===== src/rtl/adc_capture.sv =====
// adc_capture: reads a 12-bit serial ADC frame on each sample tick and presents
// the centred, scaled result to a downstream biquad with a sample strobe.
//
// Ports
//   clk       in   1   system clock
//   rst_n     in   1   asynchronous active-low reset
//   en        in   1   enables the sample-tick counter
//   adc_sdo   in   1   ADC serial data, MSB first
//   adc_cs_n  out  1   ADC chip select, active-low
//   adc_sclk  out  1   ADC serial clock, idles high
//   x         out  32  signed centred sample ((code - 2048) <<< SHIFT)
//   outsclk   out  1   filter sample clock, high for STROBE_HI cycles after x updates
//   overrun   out  1   sticky: a tick arrived while a frame was in progress
module adc_capture #(
    parameter int unsigned CLK_DIV       = 4,
    parameter int unsigned SAMPLE_PERIOD = 1000,
    parameter int unsigned STROBE_HI     = 16,
    parameter int unsigned SHIFT         = 0
) (
    input  logic               clk,
    input  logic               rst_n,
    input  logic               en,
    input  logic               adc_sdo,
    output logic               adc_cs_n,
    output logic               adc_sclk,
    output logic signed [31:0] x,
    output logic               outsclk,
    output logic               overrun
);

    localparam int unsigned CNT_W  = (SAMPLE_PERIOD > 1) ? $clog2(SAMPLE_PERIOD) : 1;
    localparam int unsigned DIV_W  = (CLK_DIV > 1) ? $clog2(CLK_DIV) : 1;
    localparam int unsigned STB_W  = (STROBE_HI > 1) ? $clog2(STROBE_HI) : 1;
    localparam int unsigned BITS   = 16;
    localparam int unsigned BIT_W  = 5;
    localparam int unsigned CODE_W = 12;

    typedef enum logic [1:0] {
        S_IDLE,
        S_CONV,
        S_LATCH,
        S_STROBE
    } state_t;

    state_t              r_state;
    logic [CNT_W-1:0]    r_tick_cnt;
    logic [DIV_W-1:0]    r_div;
    logic [BIT_W-1:0]    r_bits;
    logic [STB_W-1:0]    r_strobe;
    logic [CODE_W-1:0]   r_shift;
    logic                w_tick;
    logic signed [31:0]  w_centred;
    logic signed [31:0]  w_x;

    // Sample tick: one cycle at terminal count while enabled
    assign w_tick = en && (r_tick_cnt == CNT_W'(SAMPLE_PERIOD - 1));

    // Offset-binary code to signed centred value, then scaled
    assign w_centred = $signed({20'd0, r_shift}) - 32'sd2048;
    assign w_x       = w_centred <<< SHIFT;

    // Tick counter: free-runs while enabled, parked at zero otherwise
    always_ff @(posedge clk or negedge rst_n) begin
        if (!rst_n) begin
            r_tick_cnt <= '0;
        end else if (!en || w_tick) begin
            r_tick_cnt <= '0;
        end else begin
            r_tick_cnt <= r_tick_cnt + CNT_W'(1);
        end
    end

    // Frame sequencer. Only 12 bits are kept in the shift register, so the
    // four leading don't-care bits fall off the top by the end of the frame.
    // x is loaded on the same edge that ends CONV, so it is already valid
    // during the single LATCH cycle and outsclk rises one cycle later.
    always_ff @(posedge clk or negedge rst_n) begin
        if (!rst_n) begin
            r_state  <= S_IDLE;
            r_div    <= '0;
            r_bits   <= '0;
            r_strobe <= '0;
            r_shift  <= '0;
            adc_cs_n <= 1'b1;
            adc_sclk <= 1'b1;
            x        <= '0;
            outsclk  <= 1'b0;
            overrun  <= 1'b0;
        end else begin
            if (w_tick && (r_state != S_IDLE)) begin
                overrun <= 1'b1;
            end
            case (r_state)
                S_IDLE: begin
                    if (w_tick) begin
                        adc_cs_n <= 1'b0;
                        r_div    <= '0;
                        r_bits   <= '0;
                        r_shift  <= '0;
                        r_state  <= S_CONV;
                    end
                end
                S_CONV: begin
                    if (r_bits == BIT_W'(BITS)) begin
                        adc_cs_n <= 1'b1;
                        x        <= w_x;
                        r_state  <= S_LATCH;
                    end else if (r_div == DIV_W'(CLK_DIV - 1)) begin
                        r_div    <= '0;
                        adc_sclk <= ~adc_sclk;
                        // Rising edge of sclk: capture the bit the ADC is presenting
                        if (!adc_sclk) begin
                            r_shift <= {r_shift[CODE_W-2:0], adc_sdo};
                            r_bits  <= r_bits + BIT_W'(1);
                        end
                    end else begin
                        r_div <= r_div + DIV_W'(1);
                    end
                end
                S_LATCH: begin
                    outsclk  <= 1'b1;
                    r_strobe <= '0;
                    r_state  <= S_STROBE;
                end
                S_STROBE: begin
                    if (r_strobe == STB_W'(STROBE_HI - 1)) begin
                        outsclk <= 1'b0;
                        r_state <= S_IDLE;
                    end else begin
                        r_strobe <= r_strobe + STB_W'(1);
                    end
                end
                default: begin
                    r_state <= S_IDLE;
                end
            endcase
        end
    end

endmodule


===== config.mk =====
export PLATFORM = sky130hd
export DESIGN_NAME = adc_capture
export DESIGN_NICKNAME = d
export VERILOG_FILES = /design/src/rtl/adc_capture.sv
export SDC_FILE = /design/constraint.sdc
export NUM_CORES = 1
export LEC_CHECK = 0
export CAP_MARGIN = 5
export CORE_UTILIZATION = 25
export CTS_BUF_LIST = sky130_fd_sc_hd__clkbuf_8 sky130_fd_sc_hd__clkbuf_16
export CTS_CLUSTER_SIZE = 40
export DETAILED_ROUTE_END_ITERATION = 12
export GPL_ROUTABILITY_DRIVEN = 0
export GPL_TIMING_DRIVEN = 0
export SLEW_MARGIN = 20
export SYNTH_ARGS = -nofsm -noshare
export SYNTH_HDL_FRONTEND = slang
export SYNTH_SLANG_ARGS = --single-unit

===== constraint.sdc =====
create_clock -name clk -period 2.4 [get_ports clk]
set_clock_uncertainty 0.05 [all_clocks]
set_input_delay 0.48 -clock clk [delete_from_list [all_inputs] [get_ports clk]]
set_output_delay 0.48 -clock clk [all_outputs]
set_load 0.01 [all_outputs]

# == After elaboration in Yosys (flattened, before gate mapping) ==
# Index checks and enable logic that the tools add are counted.
# totals
wordCells,74
register_bits,71
# op_classes
add_sub_neg,5
n_reduce_logical,16
muxes,26
bitwise_logic,2
eq_ne,14
# ops
operator,n
2-to-1 mux 12 bit,4
case mux 12 bit (2 select lines),1
2-to-1 mux 5 bit,4
"inequality test 2 bit, second input constant",7
"subtractor 12 x 12 -> 13 bit, second input constant",1
2-to-1 mux 2 bit,6
AND reduction 3 bit,4
"adder 10 x 1 -> 10 bit, second input constant",1
"== test 10 bit, second input constant",1
2-to-1 mux 10 bit,1
case mux 5 bit (2 select lines),1
case mux 2 bit (4 select lines),1
case mux 4 bit (2 select lines),1
"== test 2 bit, second input constant",3
AND reduction 2 bit,3
nonzero test 2 bit,3
"adder 5 x 1 -> 5 bit, second input constant",1
"== test 5 bit, second input constant",1
AND reduction 5 bit,1
"adder 4 x 1 -> 4 bit, second input constant",1
"== test 4 bit, second input constant",1
2-to-1 mux 4 bit,1
case mux 1 bit (2 select lines),2
case mux 2 bit (2 select lines),1
other kinds (8),12

# == Depth between registers and ports, before layout ==
# Gate-level depths: netlist of the first run.
# logic_depth
ltp_word,5
ltp_mapped,9

# == Least setup slack after synthesis of the first run ==
# No wires, ideal clock.
# synth_path
path_kind,flip-flop to flip-flop
from,reg r_tick_cnt[0]
to,reg r_state[1]
setup_slack_ns,0.613
stages_incl_launch_ff,6
n_path_buf,0
arrival_time_ns,1.610
period_less_slack_ns,1.787
cell_sequence,dfrtp_1 > ha_1 > nand4bb_4 > o31a_1 > a221oi_2 > mux2_1
# synth_via
elab_chain_cells,4
# synth_rtl
element,line,text
from (decl),46,logic [CNT_W-1:0] r_tick_cnt;
from (signal assigned),69,r_tick_cnt <= r_tick_cnt + CNT_W'(1);
== test 10 bit,56,assign w_tick = en && (r_tick_cnt == CNT_W'(SAMPLE_PERIOD - 1));
logical AND 1 bit,56,
inequality test 2 bit (no line),n/a,
AND reduction 3 bit (no line),n/a,
to (signal assigned),79,r_state <= S_IDLE;
to (signal assigned),100,r_state <= S_CONV;
to (signal assigned),107,r_state <= S_LATCH;
to (decl),45,state_t r_state;
# No other way between the ends.
# A chain may end at the register's enable or synchronous reset.

==> results.tsv, run 1 <==
stage	metric	value	unit
route	drt_first_iter_violations	163	
cts	clock_sinks	51	
logic_synthesis	synth_area	2650	sq um
power	p_total	0.00138	W
status	status	completed	
logic_synthesis	synth_flop_cell	dfrtp_1	
setup_path	path_max_fanout	22	
global_routing	grt_max_degree	52	
cts	numCtsBuffers	5	
setup_path	rrSetupSlack	0.42	ns
cts	htreeDepth	2	
placed_design	hpwl	3610	um
logic_synthesis	syn_nets	264	
cts	clkSlewWorstSetupHoldPaths	0.09	ns
cts	clock_latency	0.30	ns
placed_design	io_buffers	39	
route	route.detailed.drc	0	
timing	relSlewSlack	0.565	
cts	cts.path.max_buffers	2	
cts	hold_buffers	0	
setup_path	crit_buf_inv	2	
die	dieArea	11000	sq um
finish	drive_gt1_frac	0.208	
die	core	10300	sq um
finish	nNetsFinal	310	
global_routing	gr-total-overflow	0	
timing	min_period	2.12	ns
cts	cts-root-buf	clkbuf_8	
placed_design	place_ws	0.105	ns
logic_synthesis	synth-edff-count	0	
finish	finalNonFillerCells	434	
setup_path	r2r_cells	9	
timing	fmax	472	MHz
setup_path	cpPeakStageDelay	0.58	ns
logic_synthesis	synth.avg_cell_area	10.5	sq um
die	row_count	37	
setup_path	r2r-start	r_state[1]	
logic_synthesis	ys_seq_area_frac	0.483	
logic_synthesis	synth_top_area_frac	0.463	
setup_path	arrival	1.59	ns
setup_path	cp-start-kind	register	
setup_path	worstPathRequired	1.87	ns
die	io_pins	40	
die	die-width	105	um
logic_synthesis	synth_cells	251	
min_path	hold_path.class	in -> async	
setup_path	slowest_stage	dfrtp_2	
setup_path	regToRegEndpoint	r_shift[6]	
die	die_h	105	um
global_routing	grt_pass1_vias	1868	
finish	areaGrowthSynthToFinish	24.3	%
global_routing	grtUsageTotal	0.0972	
setup_path	crit_type	reg -> out	
placed_design	post_dp_cell_area	3200	sq um
route	vias_per_cell	4.44	
cts	cts-resized-gates	0	
power	ir_worst_vdd	0.000349	V
logic_synthesis	synthArstFlopShare	1.00	
route	wirelength	5140	um
route	wl_per_cell	11.9	um
cts	cts_tree	built	
timing	setup_slack	0.280	ns
logic_synthesis	yosysWarnings	0	
finish	num_antenna_cells	0	
power	power_density	419	nW/um^2
setup_path	cp_cell_sequence	buf_4, clkdlybuf4s50_1	
finish	design_area	3290	sq um
cts	post_cts_buffers	0	
logic_synthesis	post-synth-top-count-cell	dfrtp_1	
logic_synthesis	synth_area_leaders	dfrtp_1 46%, buf_4 5.7%, mux2_2 4.7%	
timing	tightest_slew	0.653	ns
timing	rsz0062_at_grt	false	
setup_path	end_kind	output port	
logic_synthesis	synth.top_cells.by_count	49 x dfrtp_1, 25 x nand2_1, 24 x o21ai_0	
job	cap_viol_max_count	0	
die	start_util	0.257	
logic_synthesis	synth_seq_cells	51	
finish	fill_cells	1073	
logic_synthesis	yosys.cell_types.count	50	
route	drtAntennaViolNets	0	
timing	timing.final.max_slew_violations	0	
global_routing	antenna_found_initial	0	
timing	period_share	0.883	
logic_synthesis	yosysTopAreaCell	dfrtp_1	
setup_path	cp_top_family	buffers and inverters	
route	firstDrtPassIters	4	
route	vias	1927	
timing	setup_tns	0	ns
timing	final-setup-viol-count	0	
global_routing	grt_pass1_wl	8810	um
timing	hold_viol	0	
setup_path	crit_cells	2	
power	p_leak	1.42	nW
placed_design	dp.cells	426	
-- metal layers --
layer,global-route usage,part of all wire,vias to the layer above
met3,0.0181,0.027,6
li1,-,-,945
met5,0,0,-
met4,0.0332,0.014,0
met2,0.172,0.49,21
met1,0.118,0.47,955
-- cell families (layout without fill, tap and decap cells) --
kind of cell               Yosys count  in the layout  synth area share
AOI/OAI and AO/OA                   55             55             0.127
xor gates and xnor gates            10             10            0.0331
adders and majority gates            9              9            0.0426
buffers and inverters               39             86             0.107
DFF                                 51             51             0.483
muxes                               13             13            0.0548
and+or+nand+nor                     74             74             0.152
-- through the flow --
stage,hold WS [ns],utilization
after CTS,0.174,0.320
after floorplan,0.134,-
final,0.140,0.320
after global routing,0.197,0.320
after global placement,0.405,0.312
after detailed placement,0.397,0.312
-- layout by cell type, fill, tap and decap left out, types with 2 or more instances in the layout --
cell,count
buf_4,21
nand4_1,6
and3_1,3
buf_6,3
inv_1,10
dfrtp_1,48
nand2_1,25
a21oi_1,8
buf_2,3
dfstp_2,2
o21ai_1,10
mux2_2,11
nor2_1,13
o31ai_1,2
ha_1,9
clkdlybuf4s50_1,38
nand3_1,11
xnor2_1,4
o21ai_0,24
clkbuf_8,8
nand2b_1,2
xor2_1,6
-- sequential cells by signal, summed over array words and instances (netlist names) --
signal      count
r_div           2
r_shift        12
r_tick_cnt     10
outsclk         1
overrun         1
x              12
adc_cs_n        1
r_strobe        4
r_state         2
adc_sclk        1
r_bits          5
-- worst max-delay path by stage --
stage / startpoint / end / slack [ns]
after floorplan: r_tick_cnt[0] / r_state[1] / 0.61
after global placement: rst_n / x[1] / -0.78
after detailed placement: en / r_state[1] / 0.10
after CTS: x[30] / x[29] / 0.05
after global routing: x[30] / x[23] / 0.20
final: x[30] / x[29] / 0.28
-- final cells by class --
type | count | area (sq um) | share of cell area
plain buffers | 31 | 253 | 0.0768
clock buffers | 5 | 68.8 | 0.0209
clock inverters | 3 | 15.0 | 0.00456
inverters | 8 | 30.0 | 0.00913
multi-input cells | 161 | 1080 | 0.330
flip-flops and latches | 51 | 1280 | 0.389
well taps | 136 | 170 | 0.0517
repair buffers | 39 | 388 | 0.118
-- power breakdown --
part	switching, W	total [W]	internal, W	leakage, nW
clock	0.000278	0.000476	0.000199	0.0467
combinational	0.0000247	0.0000345	0.00000981	0.754
sequential	0.00000510	0.000869	0.000864	0.615
total	0.000308	0.00138	0.00107	1.42
(Power assumes the default switching activity.)
==> run 2, diff against run 1 <==
--- a/config.mk
+++ b/config.mk
@@ -12,6 +12,7 @@
 export DETAILED_ROUTE_END_ITERATION = 12
 export GPL_ROUTABILITY_DRIVEN = 0
 export GPL_TIMING_DRIVEN = 0
+export SETUP_SLACK_MARGIN = 0.5
 export SLEW_MARGIN = 20
 export SYNTH_ARGS = -nofsm -noshare
 export SYNTH_HDL_FRONTEND = slang
==> results.tsv, run 2 (synthesized netlist as in run 1, its figures left out) <==
stage	metric	value	unit
job	cap_viol_max_count	0	
setup_path	slowest_stage	dfrtp_1	
die	die-width	105	um
timing	period_share	0.786	
setup_path	cp_top_family	compound AO/OA/AOI/OAI gates	
finish	multi_input_area	1110	sq um
timing	tightest_slew	0.652	ns
placed_design	hpwl	3610	um
min_path	hold_path.class	in -> async	
power	p_leak	1.58	nW
cts	clock_latency	0.30	ns
timing	setup_tns	0	ns
setup_path	crit_buf_inv	0	
setup_path	end_kind	register	
route	firstDrtPassIters	4	
global_routing	grt_max_degree	52	
route	wl_per_cell	11.9	um
cts	hold_buffers	0	
timing	hold-worst-slack	0.142	ns
timing	rsz0062_at_grt	true	
die	io_pins	40	
power	ir_worst_vdd	0.000348	V
cts	clock_sinks	51	
finish	mostFrequentLayoutCell	dfrtp_1	
finish	register_area	1280	sq um
setup_path	regToRegEndpoint	r_state[1]	
die	start_util	0.257	
finish	num_antenna_cells	0	
finish	utilization	0.328	
route	vias_per_cell	4.41	
finish	final_cell_mix	48 x dfrtp_1, 32 x buf_4, 24 x nand2_1, 24 x o21ai_0, 23 x dlygate4sd2_1	
cts	htreeDepth	2	
setup_path	cp_cell_sequence	ha_4, nand4bb_4, o31a_1, a221oi_2, mux2_1	
finish	drive_gt1_frac	0.247	
finish	nNetsFinal	320	
setup_path	r2r_cells	5	
route	route.detailed.drc	0	
die	die_h	105	um
setup_path	cp-start-kind	register	
timing	hold_viol	0	
global_routing	antenna_found_initial	0	
timing	setup_slack	0.514	ns
die	row_count	37	
global_routing	grtUsageTotal	0.0992	
finish	areaGrowthSynthToFinish	27.6	%
die	core	10300	sq um
die	dieArea	11000	sq um
route	vias	1958	
route	drt_first_iter_violations	150	
placed_design	io_buffers	39	
power	power_density	410	nW/um^2
timing	timing.final.max_slew_violations	0	
timing	final-setup-viol-count	0	
placed_design	post_dp_cell_area	3200	sq um
cts	cts_tree	built	
finish	largestRegisters	r_shift x12, x x12, r_tick_cnt x10	
setup_path	path_max_fanout	5	
setup_path	worstPathRequired	2.53	ns
global_routing	grt_pass1_vias	1904	
setup_path	arrival	2.02	ns
status	status	completed	
finish	design_area	3380	sq um
setup_path	rrSetupSlack	0.51	ns
cts	numCtsBuffers	5	
cts	clkSlewWorstSetupHoldPaths	0.09	ns
finish	fill_cells	1074	
timing	fmax	530	MHz
setup_path	r2r-start	r_tick_cnt[0]	
global_routing	grt_pass1_wl	9020	um
route	drtAntennaViolNets	0	
setup_path	crit_type	reg -> reg	
cts	cts.path.max_buffers	2	
setup_path	cpPeakStageDelay	0.42	ns
placed_design	place_ws	0.105	ns
timing	min_period	1.89	ns
timing	relSlewSlack	0.565	
route	wirelength	5280	um
cts	cts-root-buf	clkbuf_8	
global_routing	gr-total-overflow	0	
run 2: stage by stage:
stage / cells / power, W
floorplan: 251 / 0.000896
global placement: 426 / 0.000922
detailed placement: 426 / 0.000922
CTS: 438 / 0.00140
global route: 444 / 0.00145
finish: 444 / 0.00138
run 2: report_power, final:
| part | leakage [nW] | total [W] | switching (W) | internal [W] |
|---|---|---|---|---|
| Clock | 0.0467 | 0.000477 | 0.000278 | 0.000199 |
| Sequential | 0.615 | 0.000870 | 0.00000668 | 0.000864 |
| Combinational | 0.915 | 0.0000371 | 0.0000250 | 0.0000120 |
| Total | 1.58 | 0.00138 | 0.000310 | 0.00107 |
run 2: timing repair:
| item | CTS | global route |
|---|---|---|
| buffers inserted | 4 | 6 |
| pin swaps | 1 | 3 |
| endpoints found under the setup margin | 43 | 17 |
| endpoints found under the hold margin | 0 | 0 |
| resized for setup | 30 | 6 |
run 2: final cells by class:
type,instances,share of cell area
Inverter,8,0.00890
Tap cell,136,0.0504
Multi-Input combinational cell,161,0.329
Timing Repair Buffer,49,0.129
Buffer,31,0.0793
Clock buffer,5,0.0204
Clock inverter,3,0.00445
Sequential cell,51,0.379
run 2: worst max path at each step:
stage	start	depth (start not counted)	to	slack, ns
after floorplan	r_tick_cnt[0]	5	r_state[1]	0.61
after global placement	rst_n	1	x[1]	-0.78
after detailed placement	en	5	r_state[1]	0.10
after CTS	r_state[0]	8	r_shift[6]	0.50
after global routing	r_tick_cnt[0]	5	r_state[1]	0.40
final	r_tick_cnt[0]	5	r_state[1]	0.51
run 2: routing by layer:
metal  GRT usage  up-vias  wire length, um
li1            -      966                -
met1       0.120      969             2450
met2       0.176       17             2650
met3      0.0181        6              111
met4      0.0332        0               69
met5           0        -                0
